File: config.mk
export PLATFORM = sky130hd
export DESIGN_NAME = store_buffer_flat
export DESIGN_NICKNAME = d
export VERILOG_FILES = /design/src/rtl/store_buffer_if.sv /design/src/rtl/store_buffer.sv /design/src/flat_wrapper.sv
export SDC_FILE = /design/constraint.sdc
export NUM_CORES = 1
export LEC_CHECK = 0
export ABC_AREA = 1
export BUFFER_PORTS_ARGS = -buffer_cell sky130_fd_sc_hd__buf_2
export CAP_MARGIN = 20
export CORE_MARGIN = 5
export CORE_UTILIZATION = 60
export CTS_BUF_LIST = sky130_fd_sc_hd__clkbuf_16
export CTS_CLUSTER_DIAMETER = 30
export DETAILED_ROUTE_END_ITERATION = 10
export PLACE_DENSITY = 0.79
export SYNTH_ARGS = -nofsm -noshare
export SYNTH_HDL_FRONTEND = slang
export SYNTH_SLANG_ARGS = --single-unit
File: constraint.sdc
create_clock -name clk_i -period 13.1 [get_ports clk_i]
set_input_delay 0.655 -clock clk_i [delete_from_list [all_inputs] [get_ports clk_i]]
set_output_delay 0.655 -clock clk_i [all_outputs]
set_load 0.01 [all_outputs]
File: src/rtl/store_buffer_if.sv
// Store buffer bus: core-side load/store port plus
// the posted-write drain port to backing memory.
interface store_buffer_if #(
  parameter int ADDR_WIDTH = 32,
  parameter int DATA_WIDTH = 32
);
  logic                  cpu_write_i;
  logic                  cpu_read_i;
  logic [ADDR_WIDTH-1:0] cpu_addr_i;
  logic [DATA_WIDTH-1:0] cpu_wdata_i;
  logic [1:0]            cpu_type_i;
  logic                  flush_i;
  logic                  stall_o;
  logic [DATA_WIDTH-1:0] read_data_o;
  logic                  mem_valid_o;
  logic                  mem_ready_i;
  logic [ADDR_WIDTH-1:0] mem_addr_o;
  logic [DATA_WIDTH-1:0] mem_wdata_o;
  logic [1:0]            mem_type_o;
  logic [ADDR_WIDTH-1:0] mem_raddr_o;
  logic [DATA_WIDTH-1:0] mem_rdata_i;

  modport master (
    output cpu_write_i, cpu_read_i, cpu_addr_i,
    output cpu_wdata_i, cpu_type_i, flush_i,
    output mem_ready_i, mem_rdata_i,
    input  stall_o, read_data_o, mem_valid_o,
    input  mem_addr_o, mem_wdata_o, mem_type_o,
    input  mem_raddr_o
  );

  modport slave (
    input  cpu_write_i, cpu_read_i, cpu_addr_i,
    input  cpu_wdata_i, cpu_type_i, flush_i,
    input  mem_ready_i, mem_rdata_i,
    output stall_o, read_data_o, mem_valid_o,
    output mem_addr_o, mem_wdata_o, mem_type_o,
    output mem_raddr_o
  );
endinterface

File: src/rtl/store_buffer.sv
// Posted-write store buffer: in-order drain to memory,
// word-load forwarding, stall on full/partial hit/fence.
module store_buffer #(
  parameter int DEPTH      = 4,
  parameter int ADDR_WIDTH = 32,
  parameter int DATA_WIDTH = 32
) (
  input logic         clk_i,
  input logic         rst_i,
  store_buffer_if.slave bus
);
  localparam int PW = $clog2(DEPTH);
  localparam int CW = $clog2(DEPTH + 1);

  logic [ADDR_WIDTH-1:0] addr_q [DEPTH];
  logic [DATA_WIDTH-1:0] data_q [DEPTH];
  logic [1:0]            type_q [DEPTH];

  logic [PW-1:0] head_q;
  logic [PW-1:0] tail_q;
  logic [CW-1:0] count_q;

  logic          full;
  logic          empty;
  logic          push;
  logic          pop;
  logic          hit;
  logic [PW-1:0] hit_idx;
  logic          fwd_ok;
  logic          partial;

  assign full  = (count_q == CW'(DEPTH));
  assign empty = (count_q == '0);
  assign push  = bus.cpu_write_i & ~full;
  assign pop   = ~empty & bus.mem_ready_i;

  // newest live entry with the same word address
  always_comb begin
    hit     = 1'b0;
    hit_idx = '0;
    for (int k = 0; k < DEPTH; k++) begin
      if ((CW'(k) < count_q) &&
          (addr_q[head_q + PW'(k)][ADDR_WIDTH-1:2] ==
           bus.cpu_addr_i[ADDR_WIDTH-1:2])) begin
        hit     = 1'b1;
        hit_idx = head_q + PW'(k);
      end
    end
  end

  // only a word store seen by a word load can forward
  always_comb begin
    fwd_ok  = (type_q[hit_idx] inside {2'b10, 2'b11}) &
              (bus.cpu_type_i inside {2'b10, 2'b11});
    partial = bus.cpu_read_i & hit & ~fwd_ok;
  end

  assign bus.read_data_o = (bus.cpu_read_i & hit & fwd_ok)
                         ? data_q[hit_idx]
                         : bus.mem_rdata_i;

  assign bus.stall_o = (bus.cpu_write_i & full)
                     | partial
                     | (bus.flush_i & ~empty);

  assign bus.mem_valid_o = ~empty;
  assign bus.mem_addr_o  = addr_q[head_q];
  assign bus.mem_wdata_o = data_q[head_q];
  assign bus.mem_type_o  = type_q[head_q];
  assign bus.mem_raddr_o = bus.cpu_addr_i;

  // pointer and occupancy bookkeeping
  always_ff @(posedge clk_i or posedge rst_i) begin
    if (rst_i) begin
      head_q  <= '0;
      tail_q  <= '0;
      count_q <= '0;
    end else begin
      if (push) tail_q <= tail_q + 1'b1;
      if (pop)  head_q <= head_q + 1'b1;
      unique case (1'b1)
        push & ~pop: count_q <= count_q + 1'b1;
        pop & ~push: count_q <= count_q - 1'b1;
        default:     count_q <= count_q;
      endcase
    end
  end

  // entry payload capture at the tail
  always_ff @(posedge clk_i) begin
    if (push) begin
      addr_q[tail_q] <= bus.cpu_addr_i;
      data_q[tail_q] <= bus.cpu_wdata_i;
      type_q[tail_q] <= bus.cpu_type_i;
    end
  end
endmodule

File: src/flat_wrapper.sv
// flat-port wrapper written by rule: the top's interface ports become plain ports
module store_buffer_flat 
#(
  parameter int DEPTH      = 4,
  parameter int ADDR_WIDTH = 32,
  parameter int DATA_WIDTH = 32
)
  (clk_i, rst_i, bus_cpu_write_i, bus_cpu_read_i, bus_cpu_addr_i, bus_cpu_wdata_i, bus_cpu_type_i, bus_flush_i, bus_mem_ready_i, bus_mem_rdata_i, bus_stall_o, bus_read_data_o, bus_mem_valid_o, bus_mem_addr_o, bus_mem_wdata_o, bus_mem_type_o, bus_mem_raddr_o);
  store_buffer_if #(.ADDR_WIDTH(ADDR_WIDTH), .DATA_WIDTH(DATA_WIDTH)) bus_i ();
  input logic clk_i;
  input logic rst_i;
  input wire logic [$bits(bus_i.cpu_write_i)-1:0] bus_cpu_write_i;
  input wire logic [$bits(bus_i.cpu_read_i)-1:0] bus_cpu_read_i;
  input wire logic [$bits(bus_i.cpu_addr_i)-1:0] bus_cpu_addr_i;
  input wire logic [$bits(bus_i.cpu_wdata_i)-1:0] bus_cpu_wdata_i;
  input wire logic [$bits(bus_i.cpu_type_i)-1:0] bus_cpu_type_i;
  input wire logic [$bits(bus_i.flush_i)-1:0] bus_flush_i;
  input wire logic [$bits(bus_i.mem_ready_i)-1:0] bus_mem_ready_i;
  input wire logic [$bits(bus_i.mem_rdata_i)-1:0] bus_mem_rdata_i;
  output wire logic [$bits(bus_i.stall_o)-1:0] bus_stall_o;
  output wire logic [$bits(bus_i.read_data_o)-1:0] bus_read_data_o;
  output wire logic [$bits(bus_i.mem_valid_o)-1:0] bus_mem_valid_o;
  output wire logic [$bits(bus_i.mem_addr_o)-1:0] bus_mem_addr_o;
  output wire logic [$bits(bus_i.mem_wdata_o)-1:0] bus_mem_wdata_o;
  output wire logic [$bits(bus_i.mem_type_o)-1:0] bus_mem_type_o;
  output wire logic [$bits(bus_i.mem_raddr_o)-1:0] bus_mem_raddr_o;
  assign bus_i.cpu_write_i = bus_cpu_write_i;
  assign bus_i.cpu_read_i = bus_cpu_read_i;
  assign bus_i.cpu_addr_i = bus_cpu_addr_i;
  assign bus_i.cpu_wdata_i = bus_cpu_wdata_i;
  assign bus_i.cpu_type_i = bus_cpu_type_i;
  assign bus_i.flush_i = bus_flush_i;
  assign bus_i.mem_ready_i = bus_mem_ready_i;
  assign bus_i.mem_rdata_i = bus_mem_rdata_i;
  assign bus_stall_o = bus_i.stall_o;
  assign bus_read_data_o = bus_i.read_data_o;
  assign bus_mem_valid_o = bus_i.mem_valid_o;
  assign bus_mem_addr_o = bus_i.mem_addr_o;
  assign bus_mem_wdata_o = bus_i.mem_wdata_o;
  assign bus_mem_type_o = bus_i.mem_type_o;
  assign bus_mem_raddr_o = bus_i.mem_raddr_o;
  store_buffer #(.DEPTH(DEPTH), .ADDR_WIDTH(ADDR_WIDTH), .DATA_WIDTH(DATA_WIDTH)) u_core (.clk_i(clk_i), .rst_i(rst_i), .bus(bus_i));
endmodule
==> impl_results.md, run 1 <==
* Status: finished clean
* Synth top area share at 46.14%
* Seq cells post-synth at 271
* YS warnings at 0
* Routability cong. at 0.9016
* Vias post-DR at 16.94k
* # fillers at 2245
* Post-placement setup slack at 6.541 ns
* # DRC at 0
* Worst setup SP type: register
* Post-CTS setup buffers at 0
* Clk_skew at 0.05376 ns
* Final WL at 51.84 mm
* I/O Buffers at 235
* First-pass GRT wire length at 80.61 mm
* Reg power frac at 24.2%
* CP arrival at 6.68 ns
* Worst Tran Pin Value at 1.119 ns
* Routed wire length per instance at 17.86 um
* All-Layer GR Usage at 31.40%
* TNS Setup at 0 ns
* Rows at 62
* WHS at 0.03321 ns
* Synthesized area per cell at 7.479 um2
* Critical path class: register to output port
* Max FO, Critical Path at 97
* Max VDD drop at 0.1747 mV
* Max-Cap Viols at 0
* Worst-path clk slew at 0.05 ns
* Distinct cell type count after synthesis at 31
* Io pins at 236
* CP Data Required Time at 12.44 ns
* Synth area leader: edfxtp_1
* Power Internal at 2.927 mW
* Share of layout cells above drive strength 1 at 14.47%
* DP Wirelength at 32.63 mm
* Initial antenna violation count at 2
* Switching power at 2.301 mW
* Nets@finish at 2582
* Final setup fails at 0
* Worst Slack Setup Final at 5.761 ns
* Total power at 5.227 mW
* Area Overhead vs Synth at 18.04%
* Mapped Cells at 2297
* Vias per inst at 5.836
* Fin crit period at 7.339 ns
* GRT overflow at 0
* Iteration-0 DRC Markers at 1874
* Hold Crit Class: input pin to async pin
* Final hold violations at 0
* Crit end category: output port
* Vias in the first global route at 16.13k
* Max frequency at 136.3 MHz
* Unrepaired setup endpoints after global routing: no
* Clk_lat worst skew at 0.59 ns
* Clock Power Share at 29.3%
* Clk sinks at 271
* Fin crit share at 56.02%
* Comb power frac at 46.5%
* Largest net degree at the start of global routing at 121
* PwrDens at 257.8 mW/mm2
* Core Box Area at 0.02847 mm2
* Die Y at 179.2 um
* TritonCTS buffer count at 56
* 1st-pass router iterations at 7
* Post-Syn Nets at 2410
* Register Area at 0.008110 mm2
* Initial cell density of the core at 60.35%
* Layout Cells excl Fill at 2902
* Largest cells by area after synthesis: edfxtp_1 (46%), nand2_1 (21%), nand3_1 (10%), inv_1 (4.1%), nor2_1 (2.8%)
* Leakage at 9.489 nW
* Clock Root Buffer: clkbuf_16
* Hold Buf Count CTS at 0
* Post-Syn Area at 0.01718 mm2
* Placed Cells at 2794
* Die width at 179.2 um
* Final Slew Violations at 0
* Register area share after synthesis at 47.16%
* Max_slew headroom at 25.25%
* CTS max path bufs at 3
* Area occupied by multi-input gates at 0.007587 mm2
* CTS tree: yes
* Die area at 0.03212 mm2
* Htree depth at 2
* Switching Fraction at 44.01%
* Post-CTS Resized at 0
* Routed Antenna Nets at 0
-- kinds of logic (layout without fill, tap and decap cells) --
group	count (synthesis)	count (layout)	synth area share [%]
buffers and inverters	328	546	8.892
flip-flops	271	271	47.16
AO/OA/AOI/OAI	195	195	7.159
XOR/XNOR	11	11	0.5608
adder cells (fa/ha/maj)	9	9	0.6555
AND/OR/NAND/NOR	1483	1483	35.57
other	0	3	0
-- cell type report --
class	instances	area share [%]
Sequential cell	271	39.99
Timing Repair Buffer	250	6.454
Multi-Input combinational cell	1698	37.41
Inverter	192	3.578
Tap cell	384	2.369
Clock inverter	48	3.245
Antenna cell	3	0.03702
Clock buffer	56	6.910
-- layout by cell type, fill, tap and decap left out, types with 4 or more instances in the layout --
cell and instances:
o21ai_1 36, clkinv_1 12, clkinv_2 10, a21oi_1 4, nor2_1 125, ha_1 9, bufinv_16 14, inv_1 190
nand2_1 969, nand3_1 348, dfrtp_1 5, buf_4 14, o21ai_0 54, edfxtp_1 264, xor2_1 9, buf_2 235
o211ai_1 64, clkbuf_16 56, a22oi_1 36, nand4_1 18, nor2_4 5, nand2_2 6
-- metrics by stage --
| stage | area, um2 | utilization [%] |
|---|---|---|
| 2_1_floorplan | 17180 | - |
| 3_3_place_gp | 18180 | 63.87 |
| 3_5_place_dp | 18180 | 63.87 |
| 4_1_cts | 20240 | 71.11 |
| 5_1_grt | 20270 | 71.21 |
| 6_report | 20280 | 71.23 |
-- worst max-delay path, stage by stage, from the launching register on --
cell and delay [ns]:
dfrtp_4 0.67, inv_4 0.71, buf_4 0.94, nand2_1 0.17, nand3_1 0.15, nand2_1 0.12, nand2_1 0.07, o21ai_1 0.06
nor2_1 0.13, nand2_1 0.16, nor2_1 0.12, nand2_1 0.06, nor2_1 0.19, nand2_1 0.08, nand2_1 0.06, nand2_1 0.09
nand2_2 0.08, buf_4 0.73, inv_2 0.53, o21ai_0 0.42, o21ai_1 0.15, nand2_1 0.10, nand2_1 0.05, buf_2 0.13
-- sequential cells by signal (all words and copies together) (netlist names) --
name and flops:
u_core.addr_q 128, u_core.type_q 8, u_core.tail_q 2, u_core.data_q 128
u_core.count_q 3, u_core.head_q 2
-- Yosys cell counts (all sizes together) --
master,instances
nand2,975
nand3,351
edfxtp,264
inv,190
nor2,132
buf,115
o21ai,90
o211ai,64
a22oi,36
clkbuf,21
nand4,18
ha,9
xor2,9
dfrtp,7
a21oi,5
nand3b,3
nor3,3
clkinv,2
xnor2,2
or2,1
-- power groups by stage --
stage / Sequential [mW] / Clock [mW] / Combinational [mW]
after floorplan: 1.23 / 0 / 1.74
after global placement: 1.27 / 0 / 2.30
after detailed placement: 1.27 / 0 / 2.36
after CTS: 1.26 / 1.54 / 2.38
after global routing: 1.28 / 1.58 / 2.69
final: 1.27 / 1.53 / 2.43
-- layer usage --
metal | up-vias | routed length [um] | track usage, % | part of all wire (%)
met2 | 1021 | 24820 | 52.67 | 48
met4 | 2 | 1788 | 12.35 | 3.4
met1 | 7783 | 19460 | 40.02 | 38
met5 | - | 13 | 0 | 0.025
li1 | 7953 | - | - | -
met3 | 178 | 5751 | 6.558 | 11
-- final timing paths --
| check | start | endpoint | slack [ns] | cells past startpoint |
|---|---|---|---|---|
| setup reg to reg | u_core.count_q[0]$_DFFE_PP0P_ | u_core.addr_q[0][21]$_DFFE_PP_ | 9.75 | 6 |
| hold / removal | rst_i | u_core.count_q[2]$_DFFE_PP0P_ | 0.03 | 2 |
| hold reg to reg | u_core.count_q[1]$_DFFE_PP0P_ | u_core.count_q[1]$_DFFE_PP0P_ | 0.58 | 2 |
| setup / recovery | u_core.head_q[0]$_DFFE_PP0P_ | bus_read_data_o[21] | 5.76 | 23 |
| min in group clk_i | bus_cpu_wdata_i[5] | u_core.data_q[2][5]$_DFFE_PP_ | 0.28 | 1 |
| max in group asynchronous | rst_i | u_core.head_q[0]$_DFFE_PP0P_ | 12.79 | 2 |
Note: power is estimated with default switching activity, not from simulation.
==> run 2: changes to the inputs <==
--- a/config.mk
+++ b/config.mk
@@ -9,11 +9,11 @@
 export BUFFER_PORTS_ARGS = -buffer_cell sky130_fd_sc_hd__buf_2
 export CAP_MARGIN = 20
 export CORE_MARGIN = 5
-export CORE_UTILIZATION = 60
+export CORE_UTILIZATION = 59
 export CTS_BUF_LIST = sky130_fd_sc_hd__clkbuf_16
 export CTS_CLUSTER_DIAMETER = 30
 export DETAILED_ROUTE_END_ITERATION = 10
-export PLACE_DENSITY = 0.79
+export PLACE_DENSITY = 0.78
 export SYNTH_ARGS = -nofsm -noshare
 export SYNTH_HDL_FRONTEND = slang
 export SYNTH_SLANG_ARGS = --single-unit
==> constraint.sdc (replaced) <==
create_clock -name clk_i -period 7.3 [get_ports clk_i]
set_input_delay 0.365 -clock clk_i [delete_from_list [all_inputs] [get_ports clk_i]]
set_output_delay 0.365 -clock clk_i [all_outputs]
set_load 0.01 [all_outputs]
==> impl_results.md, run 2 (synthesis gave the netlist of run 1 again) <==
* Max-Cap Viols at 0 (unchanged)
* Final Slew Violations at 0 (unchanged)
* Vias post-DR at 17.05k (+0.64%)
* Biggest regs: u_core.addr_q: 128 flops, u_core.data_q: 128 flops, u_core.type_q: 8 flops
* Post-CTS setup buffers at 0 (unchanged)
* Total power at 8.977 mW (+72%)
* 1st-pass router iterations at 6 (-1)
* First-pass GRT wire length at 83.15 mm (+3.2%)
* Clock Root Buffer: clkbuf_16
* Rows at 62 (unchanged)
* Routability cong. at 0.9891 (+9.7%)
* Die width at 180.6 um (+0.80%)
* WHS at 0.01640 ns (-0.01681 ns)
* Layout Cells excl Fill at 2915 (+0.45%)
* Die Y at 180.6 um (+0.80%)
* Area Overhead vs Synth at 17.28%
* Post-route cell area at 0.02015 mm2 (-0.64%)
* CTS max path bufs at 3 (unchanged)
* Final setup fails at 0 (unchanged)
* Nets@finish at 2599 (+0.66%)
* Fin util at 70.20% (-1.0 points)
* # fillers at 2294 (+2.2%)
* Worst path max stage delay at 0.92 ns (-0.02 ns)
* Leakage at 9.419 nW (-0.74%)
* Commonest non-fill, non-tap cell in the layout: nand2_1
* Largest net degree at the start of global routing at 95 (-21%)
* Max VDD drop at 0.2775 mV (+59%)
* CP Data Required Time at 6.93 ns (-5.51 ns)
* Clk sinks at 271 (unchanged)
* Worst Tran Pin Value at 1.146 ns (+0.02765 ns)
* Iteration-0 DRC Markers at 2067 (+10%)
* Max frequency at 146.4 MHz
* DP Area at 0.01821 mm2 (+0.12%)
* Htree depth at 2 (unchanged)
* Final WL at 52.17 mm (+0.65%)
* TritonCTS buffer count at 52 (-7.1%)
* Placed Cells at 2798 (+0.14%)
* Status: finished clean
* Io pins at 236 (unchanged)
* Final hold violations at 0 (unchanged)
* Clk_lat worst skew at 0.57 ns (-0.02 ns)
* Worst Slack Setup Final at 0.4693 ns (-5.291 ns)
* Worst-path clk slew at 0.05 ns (about the same)
* CP max stage cell: buf_4
* Vias per inst at 5.848 (+0.19%)
* Die area at 0.03263 mm2 (+1.6%)
* All-Layer GR Usage at 30.89% (-0.51 points)
* Critical path class: register to output port
* Post-placement setup slack at 1.304 ns (-5.237 ns)
* PwrDens at 445.5 mW/mm2 (+73%)
* Fin crit period at 6.831 ns
* WP buf/inv at 4 (-1)
* Max FO, Critical Path at 94 (-3.1%)
* Initial antenna violation count at 2 (unchanged)
* Routed wire length per instance at 17.90 um (+0.20%)
* Vias in the first global route at 16.58k (+2.8%)
* Initial cell density of the core at 59.86% (-0.49 points)
* Worst setup SP type: register
* Share of layout cells above drive strength 1 at 14.31% (-0.16 points)
* Cell mode on critical path: nand2_1
* Worst-path cell chain: inv_4 -> buf_4 -> nand2_1 -> nand3_1 -> nand2_1 -> nand2_1 -> nand2_1 -> nor2_1 -> nand2_1 -> nor2_1 -> nand2_1 -> nor2_1 -> nand2_1 -> nand2_1 -> nand2_1 -> nand2_2 -> buf_4 -> nand2_1 -> o211ai_1 -> o21ai_1 -> nand2_1 -> nand2_1 -> buf_2
* Routed Antenna Nets at 0 (unchanged)
* Crit end category: output port
* Critical path's top delay family: buffers and inverters
* Hold Crit Class: input pin to register
* Unrepaired setup endpoints after global routing: no
* CP arrival at 6.47 ns (-0.21 ns)
* Fin crit share at 93.57%
* # DRC at 0 (unchanged)
* Commonest non-fill, non-tap cells in the layout: nand2_1 (969), nand3_1 (348), edfxtp_1 (264)
* GRT overflow at 0 (unchanged)
* TNS Setup at 0 ns (unchanged)
* Clk_skew at 0.02152 ns (-0.03224 ns)
* I/O Buffers at 235 (unchanged)
* DP Wirelength at 33.32 mm (+2.1%)
* Max_slew headroom at 23.07% (-2.2 points)
* Core Box Area at 0.02870 mm2 (+0.82%)
* CTS tree: yes
-- run 2: worst paths after layout --
path / start / endpoint / slack, ns / depth (start not counted)
min in group asynchronous: rst_i / u_core.count_q[1]$_DFFE_PP0P_ / 0.33 / 3
worst max register to register: u_core.count_q[0]$_DFFE_PP0P_ / u_core.addr_q[0][11]$_DFFE_PP_ / 4.13 / 6
worst min register to register: u_core.count_q[0]$_DFFE_PP0P_ / u_core.count_q[0]$_DFFE_PP0P_ / 0.56 / 1
worst min-delay path: bus_cpu_wdata_i[16] / u_core.data_q[1][16]$_DFFE_PP_ / 0.02 / 1
worst max-delay path: u_core.head_q[0]$_DFFE_PP0P_ / bus_read_data_o[17] / 0.47 / 23
max in group asynchronous: rst_i / u_core.head_q[1]$_DFFE_PP0P_ / 6.70 / 3
-- run 2: area by class of cell --
type | count | area, um2 | share of cell area [%]
Sequential cell | 271 | 8110 | 40.25
Multi-Input combinational cell | 1698 | 7580 | 37.62
Timing Repair Buffer | 271 | 1491 | 7.402
Clock buffer | 52 | 1301 | 6.458
Inverter | 192 | 725.7 | 3.602
Tap cell | 384 | 480.5 | 2.385
Clock inverter | 45 | 455.4 | 2.260
Antenna cell | 2 | 5.005 | 0.02484
-- run 2: per-layer routing --
| metal | routed length [um] | global-route usage (%) |
|---|---|---|
| met1 | 19840 | 38.84 |
| met2 | 24800 | 51.51 |
| met3 | 5319 | 6.480 |
| met4 | 2200 | 14.00 |
| met5 | 13 | 0 |
-- run 2: report_power, final --
group / switching, mW / total, mW / internal, mW / leakage, nW
Sequential: 0.259 / 2.33 / 2.07 / 2.50
Combinational: 3.00 / 4.29 / 1.29 / 6.06
Clock: 0.841 / 2.36 / 1.52 / 0.866
Total: 4.10 / 8.98 / 4.88 / 9.42
-- run 2: timing repair --
| item | in CTS | in global routing |
|---|---|---|
| hold buffers | 18 | 0 |
| endpoints found under the hold margin | 59 | 0 |
| gates resized for setup | 0 | 0 |
==> run 3: changes to the inputs <==
--- a/config.mk
+++ b/config.mk
@@ -9,11 +9,11 @@
 export BUFFER_PORTS_ARGS = -buffer_cell sky130_fd_sc_hd__buf_2
 export CAP_MARGIN = 20
 export CORE_MARGIN = 5
-export CORE_UTILIZATION = 59
+export CORE_UTILIZATION = 60
 export CTS_BUF_LIST = sky130_fd_sc_hd__clkbuf_16
 export CTS_CLUSTER_DIAMETER = 30
 export DETAILED_ROUTE_END_ITERATION = 10
-export PLACE_DENSITY = 0.78
+export PLACE_DENSITY = 0.79
 export SYNTH_ARGS = -nofsm -noshare
 export SYNTH_HDL_FRONTEND = slang
 export SYNTH_SLANG_ARGS = --single-unit
==> constraint.sdc (replaced) <==
create_clock -name clk_i -period 8.4 [get_ports clk_i]
set_input_delay 0.42 -clock clk_i [delete_from_list [all_inputs] [get_ports clk_i]]
set_output_delay 0.42 -clock clk_i [all_outputs]
set_load 0.01 [all_outputs]
==> impl_results.md, run 3 (synthesis gave the netlist of run 1 again) <==
* Status: finished clean
* FF-to-FF setup slack at 5.13 ns (+1.00 ns)
* Total power at 7.882 mW (-12%)
* Comb power frac at 46.9% (-0.9 points)
* Rows at 62 (unchanged)
* Vias in the first global route at 15.83k (-4.5%)
* # DRC at 0 (unchanged)
* Unrepaired setup endpoints after global routing: no
* Placed Cells at 2797 (-0.036%)
* Final WL at 51.19 mm (-1.9%)
* Critical Path Sink: bus_read_data_o[4]
* Vias per inst at 5.812 (-0.62%)
* Crit end category: output port
* Worst Tran Pin Value at 1.111 ns (-0.03489 ns)
* Largest net degree at the start of global routing at 101 (+6.3%)
* Max-Cap Viols at 0 (unchanged)
* All-Layer GR Usage at 31.05% (+0.16 points)
* DP Wirelength at 33.15 mm (-0.50%)
* Commonest non-fill, non-tap cells in the layout: nand2_1 (969), nand3_1 (348), edfxtp_1 (264)
* PwrDens at 391.7 mW/mm2 (-12%)
* Iteration-0 DRC Markers at 1889 (-8.6%)
* Clock Root Buffer: clkbuf_16
* Nets@finish at 2586 (-0.50%)
* CP arrival at 6.32 ns (-0.15 ns)
* Clk_skew at 0.03545 ns (+0.01393 ns)
* Max frequency at 148.3 MHz
* # fillers at 2271 (-1.0%)
* TNS Setup at 0 ns (unchanged)
* Reg2reg end: u_core.addr_q[2][24]$_DFFE_PP_
* Initial antenna violation count at 2 (unchanged)
* GRT overflow at 0 (unchanged)
* CTS tree: yes
* Fin crit period at 6.743 ns
* Fin crit share at 80.27%
* Die area at 0.03212 mm2 (-1.6%)
* Die Y at 179.2 um (-0.79%)
* Area Overhead vs Synth at 17.13%
* Layout Cells excl Fill at 2903 (-0.41%)
* Clk_lat worst skew at 0.59 ns (+0.02 ns)
* Routed wire length per instance at 17.63 um (-1.5%)
* Final setup fails at 0 (unchanged)
* Post-route cell area at 0.02012 mm2 (-0.13%)
* Routability cong. at 0.9841 (-0.51%)
* Reg power frac at 25.6% (-0.3 points)
* Io pins at 236 (unchanged)
* Worst Slack Setup Final at 1.657 ns (+1.188 ns)
* Hold Crit Class: input pin to register
* Worst setup SP type: register
* Post-placement setup slack at 2.394 ns (+1.089 ns)
* TritonCTS buffer count at 57 (+9.6%)
* 1st-pass router iterations at 6 (unchanged)
* Worst-path clk slew at 0.05 ns (about the same)
* Leakage at 9.391 nW (-0.29%)
* Max VDD drop at 0.2513 mV (-9.5%)
* Core Box Area at 0.02847 mm2 (-0.81%)
* Routed Antenna Nets at 0 (unchanged)
* Power Internal at 4.338 mW (-11%)
* Reg2Reg Depth at 6 (unchanged)
* Fin util at 70.68% (+0.48 points)
* Critical path class: register to output port
* Vias post-DR at 16.87k (-1.0%)
* Final Slew Violations at 0 (unchanged)
* WHS at 0.04120 ns (+0.02480 ns)
* Die width at 179.2 um (-0.79%)
* Clk sinks at 271 (unchanged)
* First-pass GRT wire length at 79.46 mm (-4.4%)
* CTS max path bufs at 3 (unchanged)
* I/O Buffers at 235 (unchanged)
* Biggest regs: u_core.addr_q: 128 flops, u_core.data_q: 128 flops, u_core.type_q: 8 flops
* Post-CTS Resized at 0 (unchanged)
* Final hold violations at 0 (unchanged)
* Max_slew headroom at 25.41% (+2.3 points)
* Commonest non-fill, non-tap cell in the layout: nand2_1
* Worst setup path startpoint: u_core.head_q[0]$_DFFE_PP0P_
* Share of layout cells above drive strength 1 at 14.50% (+0.18 points)
* Switching Fraction at 44.97% (-0.68 points)
* Reg-to-Reg Start: u_core.count_q[0]$_DFFE_PP0P_
* DP Area at 0.01822 mm2 (about the same)
* Htree depth at 2 (unchanged)
* Switching power at 3.544 mW (-13%)
* Max FO, Critical Path at 94 (unchanged)
* Initial cell density of the core at 60.35% (+0.49 points)
* Clock Power Share at 27.4% (+1.1 points)
* CP Data Required Time at 7.98 ns (+1.05 ns)
## run 3: cell count changes in the layout (fill, tap and decap cells not counted), sizes merged
cell         before  now
dlygate4sd3      18    1
buf             253  252
clkinvlp          6   10
clkinv           23   29
clkbuf           52   57
inv             202  194
diode             2    1
## run 3: worst min path at each step
stage / slack (ns) / to / cells past startpoint / from
floorplan: 0.22 / u_core.count_q[0]$_DFFE_PP0P_ / 1 / rst_i
global placement: 0.41 / u_core.count_q[1]$_DFFE_PP0P_ / 2 / rst_i
detailed placement: 0.41 / u_core.tail_q[1]$_DFFE_PP0P_ / 2 / rst_i
CTS: 0.02 / u_core.data_q[0][23]$_DFFE_PP_ / 1 / bus_cpu_wdata_i[23]
global route: 0.03 / u_core.data_q[2][15]$_DFFE_PP_ / 1 / bus_cpu_wdata_i[15]
finish: 0.04 / u_core.data_q[1][16]$_DFFE_PP_ / 1 / bus_cpu_wdata_i[16]
## run 3: cell type report
type                    count  area [um2]  share of cell area [%]
multi-input cells        1698        7580                   37.67
clock buffers              57        1426                   7.088
diodes                      1       2.502                 0.01244
well taps                 384       480.5                   2.388
flip-flops and latches    271        8110                   40.30
repair buffers            253        1334                   6.628
clock inverters            47       464.2                   2.307
inverters                 192       725.7                   3.606
## run 3: critical path: stages (launching register included)
cell      delay (ns)
dfrtp_4         0.71
inv_4           0.77
nand2_1         0.21
nand2_2         0.73
buf_4           0.50
nand2_1         0.12
nand2_1         0.08
nand2_1         0.05
nand2_1         0.08
nand3_1         0.08
nor2_1          0.12
nand2_1         0.06
nor2_1          0.16
nand3_2         0.13
nand2_1         0.14
nand2_2         0.08
nand2_2         0.14
buf_4           0.71
nand2_1         0.18
o211ai_1        0.18
o21ai_1         0.15
nand2_1         0.09
nand2_1         0.05
buf_2           0.13
## run 3: power by group through the flow
stage	clock, mW	combinational [mW]	sequential [mW]
after global placement	0	3.54	2.02
after floorplan	0	2.71	1.92
after CTS	2.17	3.67	2.01
after global routing	2.24	4.12	2.04
after detailed placement	0	3.63	2.03
final	2.16	3.70	2.02
## run 3: repair_timing
item / in CTS / in global routing
hold buffers: 1 / 0
buffers inserted: 0 / 0
endpoints found under the hold margin: 7 / 0
## run 3: per-layer routing
layer  part of all wire [%]  wire length (um)  up-vias  track usage, %
li1                       -                 -     7969               -
met5                  0.014                 7        -               0
met4                    3.7              1889        2           12.44
met3                     10              5095      162           6.622
met2                     48             24570      984           51.74
met1                     38             19620     7754           39.71
